--- src/rtl/uart_pkg.sv ---
// uart_pkg: definitions shared by both ends of the one-bit-per-clock UART link.
//   - UART_DATA_W      : data bits per frame (the link carries 8 only)
//   - rx_state_t       : receiver FSM encodings, placed above the transmitter's
//                        codes (0..3) so both fit one 3-bit state space
//   - uart_even_parity : even-parity bit of a data byte
package uart_pkg;

    localparam int UART_DATA_W = 8;

    typedef enum logic [2:0] {
        RX_IDLE   = 3'd4,
        RX_DATA   = 3'd5,
        RX_PARITY = 3'd6,
        RX_GUARD  = 3'd7
    } rx_state_t;

    // Even parity: the parity bit that makes the total count of ones even.
    function automatic logic uart_even_parity(input logic [UART_DATA_W-1:0] d);
        return ^d;
    endfunction

endpackage

--- src/rtl/receiver.sv ---
// receiver: serial-to-parallel deframer for the single-wire UART link.
// Frame, one bit per clock: start(0), d0..d7 LSB first, even parity, guard(0).
// Line and receiver share clk; the line is sampled on the rising edge.
//
// Ports:
//   clk        in   clock
//   rst_n      in   asynchronous active-low reset
//   u_rx       in   serial line (idle is z or 1)
//   rx_ready   in   consumer accepts rx_data when rx_valid & rx_ready
//   rx_data    out  received byte, held while rx_valid
//   rx_valid   out  byte available
//   rx_perr    out  parity error for the byte in rx_data
//   rx_overrun out  one-cycle pulse: an unaccepted byte was overwritten
//   rx_busy    out  FSM is not in IDLE
module receiver
    import uart_pkg::*;
#(
    parameter int DATA_W = UART_DATA_W
) (
    input  logic              clk,
    input  logic              rst_n,
    input  logic              u_rx,
    input  logic              rx_ready,
    output logic [DATA_W-1:0] rx_data,
    output logic              rx_valid,
    output logic              rx_perr,
    output logic              rx_overrun,
    output logic              rx_busy
);

    localparam int CNT_W = $clog2(DATA_W);

    rx_state_t          r_state;
    rx_state_t          w_next;
    logic [CNT_W-1:0]   r_count;
    logic [DATA_W-1:0]  r_shift;
    logic               w_bit;
    logic               w_start;
    logic               w_load;
    logic               w_perr;

    // Only a driven 0 starts a frame and only a driven 1 counts as a one;
    // a floating or unknown line reads as "not a start" / "zero".
    assign w_bit   = (u_rx === 1'b1);
    assign w_start = (u_rx === 1'b0);

    // Shift register is complete by the parity cycle, so the parity bit on
    // the line closes the even-parity check directly.
    assign w_perr = uart_even_parity(r_shift) ^ w_bit;

    always_ff @(posedge clk or negedge rst_n) begin
        if (!rst_n) begin
            r_state <= RX_IDLE;
        end else begin
            r_state <= w_next;
        end
    end

    always_comb begin
        w_next = r_state;
        w_load = 1'b0;
        case (r_state)
            RX_IDLE: begin
                if (w_start) begin
                    w_next = RX_DATA;
                end
            end
            RX_DATA: begin
                if (r_count == CNT_W'(DATA_W - 1)) begin
                    w_next = RX_PARITY;
                end
            end
            RX_PARITY: begin
                w_load = 1'b1;
                w_next = RX_GUARD;
            end
            RX_GUARD: begin
                w_next = RX_IDLE;
            end
            default: begin
                w_next = RX_IDLE;
            end
        endcase
    end

    always_ff @(posedge clk or negedge rst_n) begin
        if (!rst_n) begin
            r_count <= '0;
            r_shift <= '0;
        end else begin
            if (r_state == RX_IDLE && w_start) begin
                r_count <= '0;
            end else if (r_state == RX_DATA) begin
                r_shift[r_count] <= w_bit;
                r_count          <= r_count + 1'b1;
            end
        end
    end

    // Output holding register. A load always wins; a pending byte that was
    // not taken on the same edge is lost and flagged with a one-cycle pulse.
    always_ff @(posedge clk or negedge rst_n) begin
        if (!rst_n) begin
            rx_data    <= '0;
            rx_valid   <= 1'b0;
            rx_perr    <= 1'b0;
            rx_overrun <= 1'b0;
        end else begin
            rx_overrun <= 1'b0;
            if (w_load) begin
                rx_data    <= r_shift;
                rx_perr    <= w_perr;
                rx_valid   <= 1'b1;
                rx_overrun <= rx_valid & ~rx_ready;
            end else if (rx_valid && rx_ready) begin
                rx_valid <= 1'b0;
            end
        end
    end

    assign rx_busy = (r_state != RX_IDLE);

endmodule

--- config.mk ---
export PLATFORM = sky130hd
export DESIGN_NAME = receiver
export DESIGN_NICKNAME = d
export VERILOG_FILES = /design/src/rtl/uart_pkg.sv /design/src/rtl/receiver.sv
export SDC_FILE = /design/constraint.sdc
export NUM_CORES = 1
export LEC_CHECK = 0
export CORE_MARGIN = 1.5
export CORE_UTILIZATION = 55
export CTS_BUF_LIST = sky130_fd_sc_hd__clkbuf_4 sky130_fd_sc_hd__clkbuf_8
export CTS_CLUSTER_SIZE = 24
export DETAILED_ROUTE_END_ITERATION = 10
export MAX_ROUTING_LAYER = met4
export PLACE_DENSITY_LB_ADDON = 0.2
export SYNTH_ARGS = -nofsm -noshare
export SYNTH_HDL_FRONTEND = slang
export SYNTH_SLANG_ARGS = --single-unit
--- constraint.sdc ---
create_clock -name clk -period 1.9 [get_ports clk]
set_input_delay 0.285 -clock clk [delete_from_list [all_inputs] [get_ports clk]]
set_output_delay 0.285 -clock clk [all_outputs]
set_load 0.02 [all_outputs]
* After elaboration in Yosys (flattened, before gate mapping)
Cells that the tools add are included.
W data, S select, Z words.
** Cells by class
- Add/subtract/negate cells :: 1
- Multipliers :: 0
- Divide/modulo/power cells :: 0
- $lt $le $gt $ge :: 2
- Equality and inequality tests :: 9
- Shift operators :: 0
- Muxes and demuxes :: 12
- Bitwise logic cells :: 4
- Reduce and logical (&&, ||, !) cells :: 8
** Operators by type and width (number)
- $eq A3 B3 Y1 const B :: 4
- $mux W3 :: 4
- $pmux W3 S3 :: 1
- $bwmux W8 :: 1
- $reduce_xor A8 Y1 :: 1
- $mux W1 :: 5
- $lt A3 B4 Y1 const B :: 1
- $ne A2 B2 Y1 const B :: 2
- $reduce_and A2 Y1 :: 2
- $reduce_bool A2 Y1 :: 2
- $add A3 B1 Y3 const B :: 1
- $demux W1 S3 :: 1
- $ge A3 B1 Y1 const B :: 1
- $logic_and A1 B1 Y1 :: 3
- $ne A3 B3 Y1 const B :: 1
- $eqx A1 B1 Y1 const B :: 2
- $not A1 Y1 :: 2
- $and A1 B1 Y1 :: 1
- $xor A1 B1 Y1 :: 1
** Word-level totals
- Register bits :: 25
- Bits in latches :: 0
- RAM bits :: 0
- ROM bits :: 0
- Input bits :: 4
- Output and inout bits :: 12
- Word-level logic and storage cells :: 43
- Memories :: 0

* Depth between registers and ports, before layout
- Depth in word-level cells :: 5
- Mapped depth :: 7
- Depth with buffers taken out :: 6

* Worst setup path before layout
OpenSTA, ideal clock, no wires.
- Path kind :: register to register
- Start point :: reg r_state[1]
- End point :: reg r_shift[2]
- Setup time :: 0.128 ns
- Data arrival time :: 1.391 ns
- Data required time :: 1.772 ns
- Setup slack :: 0.381 ns
- Cell stages (with the launch flop) :: 7
- Path buffers :: 1
- Period minus slack after synthesis :: 1.519 ns
- Path through :: dfrtp_1 -> inv_1 -> ha_1 -> buf_2 -> nand2b_1 -> nor3b_1 -> mux2_1
** Between the ends
- Cells in the longest elaborated chain, start to end :: 4
- Elaborated cells between the ends (all ways) :: 5
- Classes of those cells :: eq/ne (2); bitwise (1); reduce/logical (2)
** RTL lines
- start: declaration :: RTL line receiver.sv:33 : rx_state_t r_state;
- start signal: assignment :: RTL line receiver.sv:55 : r_state <= w_next;
- $eq A3 B3 Y1 :: RTL line receiver.sv:91 : if (r_state == RX_IDLE && w_start) begin
- $logic_and A1 B1 Y1 :: RTL line receiver.sv:91
- $not A1 Y1 (no source line)
- $reduce_and A2 Y1 (no source line) *
- end signal: indexed assignment :: RTL line receiver.sv:94 : r_shift[r_count] <= w_bit;
- end: declaration :: RTL line receiver.sv:36 : logic [DATA_W-1:0] r_shift;
Every way passes the cells marked *; elsewhere a longest branch is shown, timed or not.
A chain may end at the register's enable or synchronous reset.

* Worst setup path in the final report
- Start point :: reg r_state[0]
- End point :: out rx_busy
** Between the ends
- Cells in the longest elaborated chain, start to end :: 1
** RTL lines
- $ne A3 B3 Y1 :: RTL line receiver.sv:121 : assign rx_busy = (r_state != RX_IDLE);
- end: declaration :: RTL line receiver.sv:28 : output logic rx_busy
No other way between the ends.

==> flow_summary.json <==
{
  "endpoint_kind": "output pin",
  "yosys_warnings": 0,
  "fin_crit_ns": 1.653,
  "max_slew_margin_pct": 63.22,
  "finalHoldViolations": 0,
  "grt_pass1_wl_mm": 2.904,
  "grtUsageMet1_pct": 22.36,
  "rows": 16,
  "dp.cells": 127,
  "clk-insertion-delay-late_ns": 0.29,
  "leakagePower_nw": 0.6069,
  "syn_inst": 87,
  "critPathKind": "reg -> out",
  "ant_nets": 0,
  "critPathRequiredTime_ns": 1.62,
  "yosysSeqAreaShare_pct": 53.22,
  "tightestPinTransition_ns": 0.5517,
  "finalClockSkew_ns": 0.002617,
  "ys_top_cells_by_area": "dfrtp_1 (53%), mux2_2 (12%), ha_1 (5.5%)",
  "ios": 16,
  "cts_sinks": 24,
  "synth_edf_count": 0,
  "avgSynthCellArea_um2": 12.97,
  "drtIter0Drc": 5,
  "worstReg2RegEnd": "r_shift[2]$_DFFE_PN0P_",
  "p_per_area_nw_per_um2": 1868,
  "synth_top_area_share_pct": 53.22,
  "cts_resized": 1,
  "syn_area_um2": 1129,
  "crit_top_cell": "inv_1",
  "vias": 669,
  "chipWidth_um": 48.30,
  "core_area_um2": 1942,
  "vdd_drop_max_v": 0.001391,
  "slowest_stage": "dfrtp_1",
  "dpl_cell_area_um2": 1315,
  "num_antenna_cells": 0,
  "cts_buffers": 3,
  "hold_buffers": 0,
  "yosys.area.top_type": "dfrtp_1",
  "crit_chain": "inv_1, ha_1, inv_1, dlygate4sd2_1",
  "busiest_layer": "met2",
  "worst_setup_path_start_kind": "flop",
  "gp_routability_congestion": 0.7395,
  "cts_setup_buffers": 0,
  "via_per_inst": 5.146,
  "met3_usage_pct": 2.160,
  "final_nets": 114,
  "ys_seq_elements": 24,
  "tns_ns": 0,
  "h-tree-depth": 1,
  "grtUsageMet2_pct": 25.00,
  "max_freq_mhz": 605.0,
  "reg2reg_from": "r_state[1]$_DFFE_PN0P_",
  "synth_ff_type": "dfrtp_1",
  "overflow": 0,
  "setup_viol_count_final": 0,
  "maxCapViolations": 0,
  "rsz0062_at_grt": "false",
  "status": "completed",
  "die_h_um": 48.30,
  "dr.pass1.iters": 3,
  "track_usage_pct": 16.39,
  "crit_path_max_fanout": 3,
  "area_delta_synth_final_pct": 18.40,
  "wl_per_cell_um": 12.47,
  "reg2reg_slack_ns": 0.38,
  "first_global_vias": 634,
  "antenna_found_initial": 0,
  "cts_tree": "built",
  "clk_path_buf_depth": 2,
  "synthesis.nets": 96,
  "fin_cells": 130,
  "route.detailed.drc": 0,
  "die_area_um2": 2333,
  "final_area_um2": 1336,
  "r2r_cells": 5,
  "yosys-top-cells-count": "dfrtp_1 (24), mux2_2 (12), ha_1 (5), nor2_1 (5)",
  "maxSlewViolCount": 0,
  "critical_path.max_stage_delay_ns": 0.39,
  "io_buffer_count": 15,
  "drive_above_1_share_pct": 19.42,
  "period_share_pct": 86.99,
  "ys_types": 28,
  "start_util_pct": 58.12,
  "async_reset_ff_share_pct": 100.0,
  "drt-total-wl_mm": 1.621,
  "cts_root_buf": "clkbuf_4",
  "crit_buf_inv": 3,
  "grt_max_degree": 25,
  "min_path_type": "in -> async",
  "yosysMostFrequentCell": "dfrtp_1",
  "fill_cells": 154,
  "path_delay_family": "buffers and inverters",
  "post-dp-hpwl_mm": 1.174,
  "worstPathArrival_ns": 1.37,
  "clk_pin_slew_ns": 0.11
}
-- stage by stage --
step	worst slack (ns)	power (mW)	hold slack [ns]	util, %
CTS	0.2200	2.532	0.3229	68.81
global placement	0.3260	2.289	0.4772	67.72
floorplan	0.3812	1.932	-0.01059	-
finish	0.2472	2.496	0.3295	68.81
global route	0.1459	2.691	0.3469	68.81
detailed placement	0.3056	2.333	0.4927	67.72
-- cell type report --
cell class                      instances  area [µm²]  area share [%]
Tap cell                               27       33.78           2.528
Sequential cell                        24       600.6           44.94
Multi-Input combinational cell         54       493.0           36.89
Clock buffer                            3       22.52           1.685
Inverter                                4       15.01           1.124
Timing Repair Buffer                   18       171.4           12.83
-- worst max path at each step --
stage	slack, ns	to	cells after the start	start
floorplan	0.38	r_shift[2]$_DFFE_PN0P_	6	r_state[1]$_DFFE_PN0P_
global placement	0.33	rx_busy	4	r_state[0]$_DFFE_PN0P_
detailed placement	0.31	rx_busy	4	r_state[0]$_DFFE_PN0P_
CTS	0.22	rx_busy	4	r_state[0]$_DFFE_PN0P_
global route	0.15	rx_busy	4	r_state[0]$_DFFE_PN0P_
finish	0.25	rx_busy	4	r_state[0]$_DFFE_PN0P_
-- kinds of logic (layout without fill, tap and decap cells) --
group                    after synthesis  after routing  share of synthesized area, %
XOR/XNOR                               7              7                         7.317
flip-flops                            24             24                         53.22
AO/OA/AOI/OAI                          5              5                         2.882
AND/OR/NAND/NOR                       18             18                         8.870
adder cells (fa/ha/maj)                5              5                         5.543
buffers and inverters                  9             25                         3.103
multiplexers                          19             19                         19.07
-- per-layer routing --
layer	routed length (µm)	part of all wire (%)
met5	0	0
met1	780	48
met3	44	2.7
met2	781	48
met4	14	0.86
-- cell usage in the layout, fill, tap and decap left out --
master / Yosys / final
buf_4: 0 / 3
a21oi_1: 2 / 2
nor2_1: 5 / 5
o21ai_0: 1 / 1
nor3b_1: 2 / 2
nor2b_1: 1 / 1
and3_1: 1 / 1
inv_1: 4 / 4
nand4_1: 1 / 1
dfrtp_1: 24 / 24
xnor3_1: 1 / 1
dlygate4sd2_1: 0 / 1
xor2_1: 1 / 1
mux2_1: 4 / 4
mux2i_1: 2 / 2
ha_1: 5 / 5
nand4b_1: 2 / 2
mux2_4: 1 / 1
xnor2_2: 1 / 1
o32a_1: 1 / 1
nand3_1: 1 / 1
xnor2_1: 4 / 4
nor3_1: 1 / 1
a21o_1: 1 / 1
clkdlybuf4s50_1: 0 / 14
nand2b_1: 2 / 2
nand2_1: 2 / 2
clkbuf_4: 0 / 3
mux2_2: 12 / 12
-- registers in the layout (all words and copies together) (netlist names) --
name,flops
rx_valid,1
rx_overrun,1
r_shift,8
rx_perr,1
r_count,3
rx_data,8
r_state,2
-- power by group --
part           internal [mW]  switching, mW  total [mW]
sequential             0.756          0.200       0.956
combinational          0.777          0.563        1.34
clock                 0.0738          0.126       0.199
total                   1.61          0.889        2.50
No activity file was read; power rests on OpenSTA's default activity.
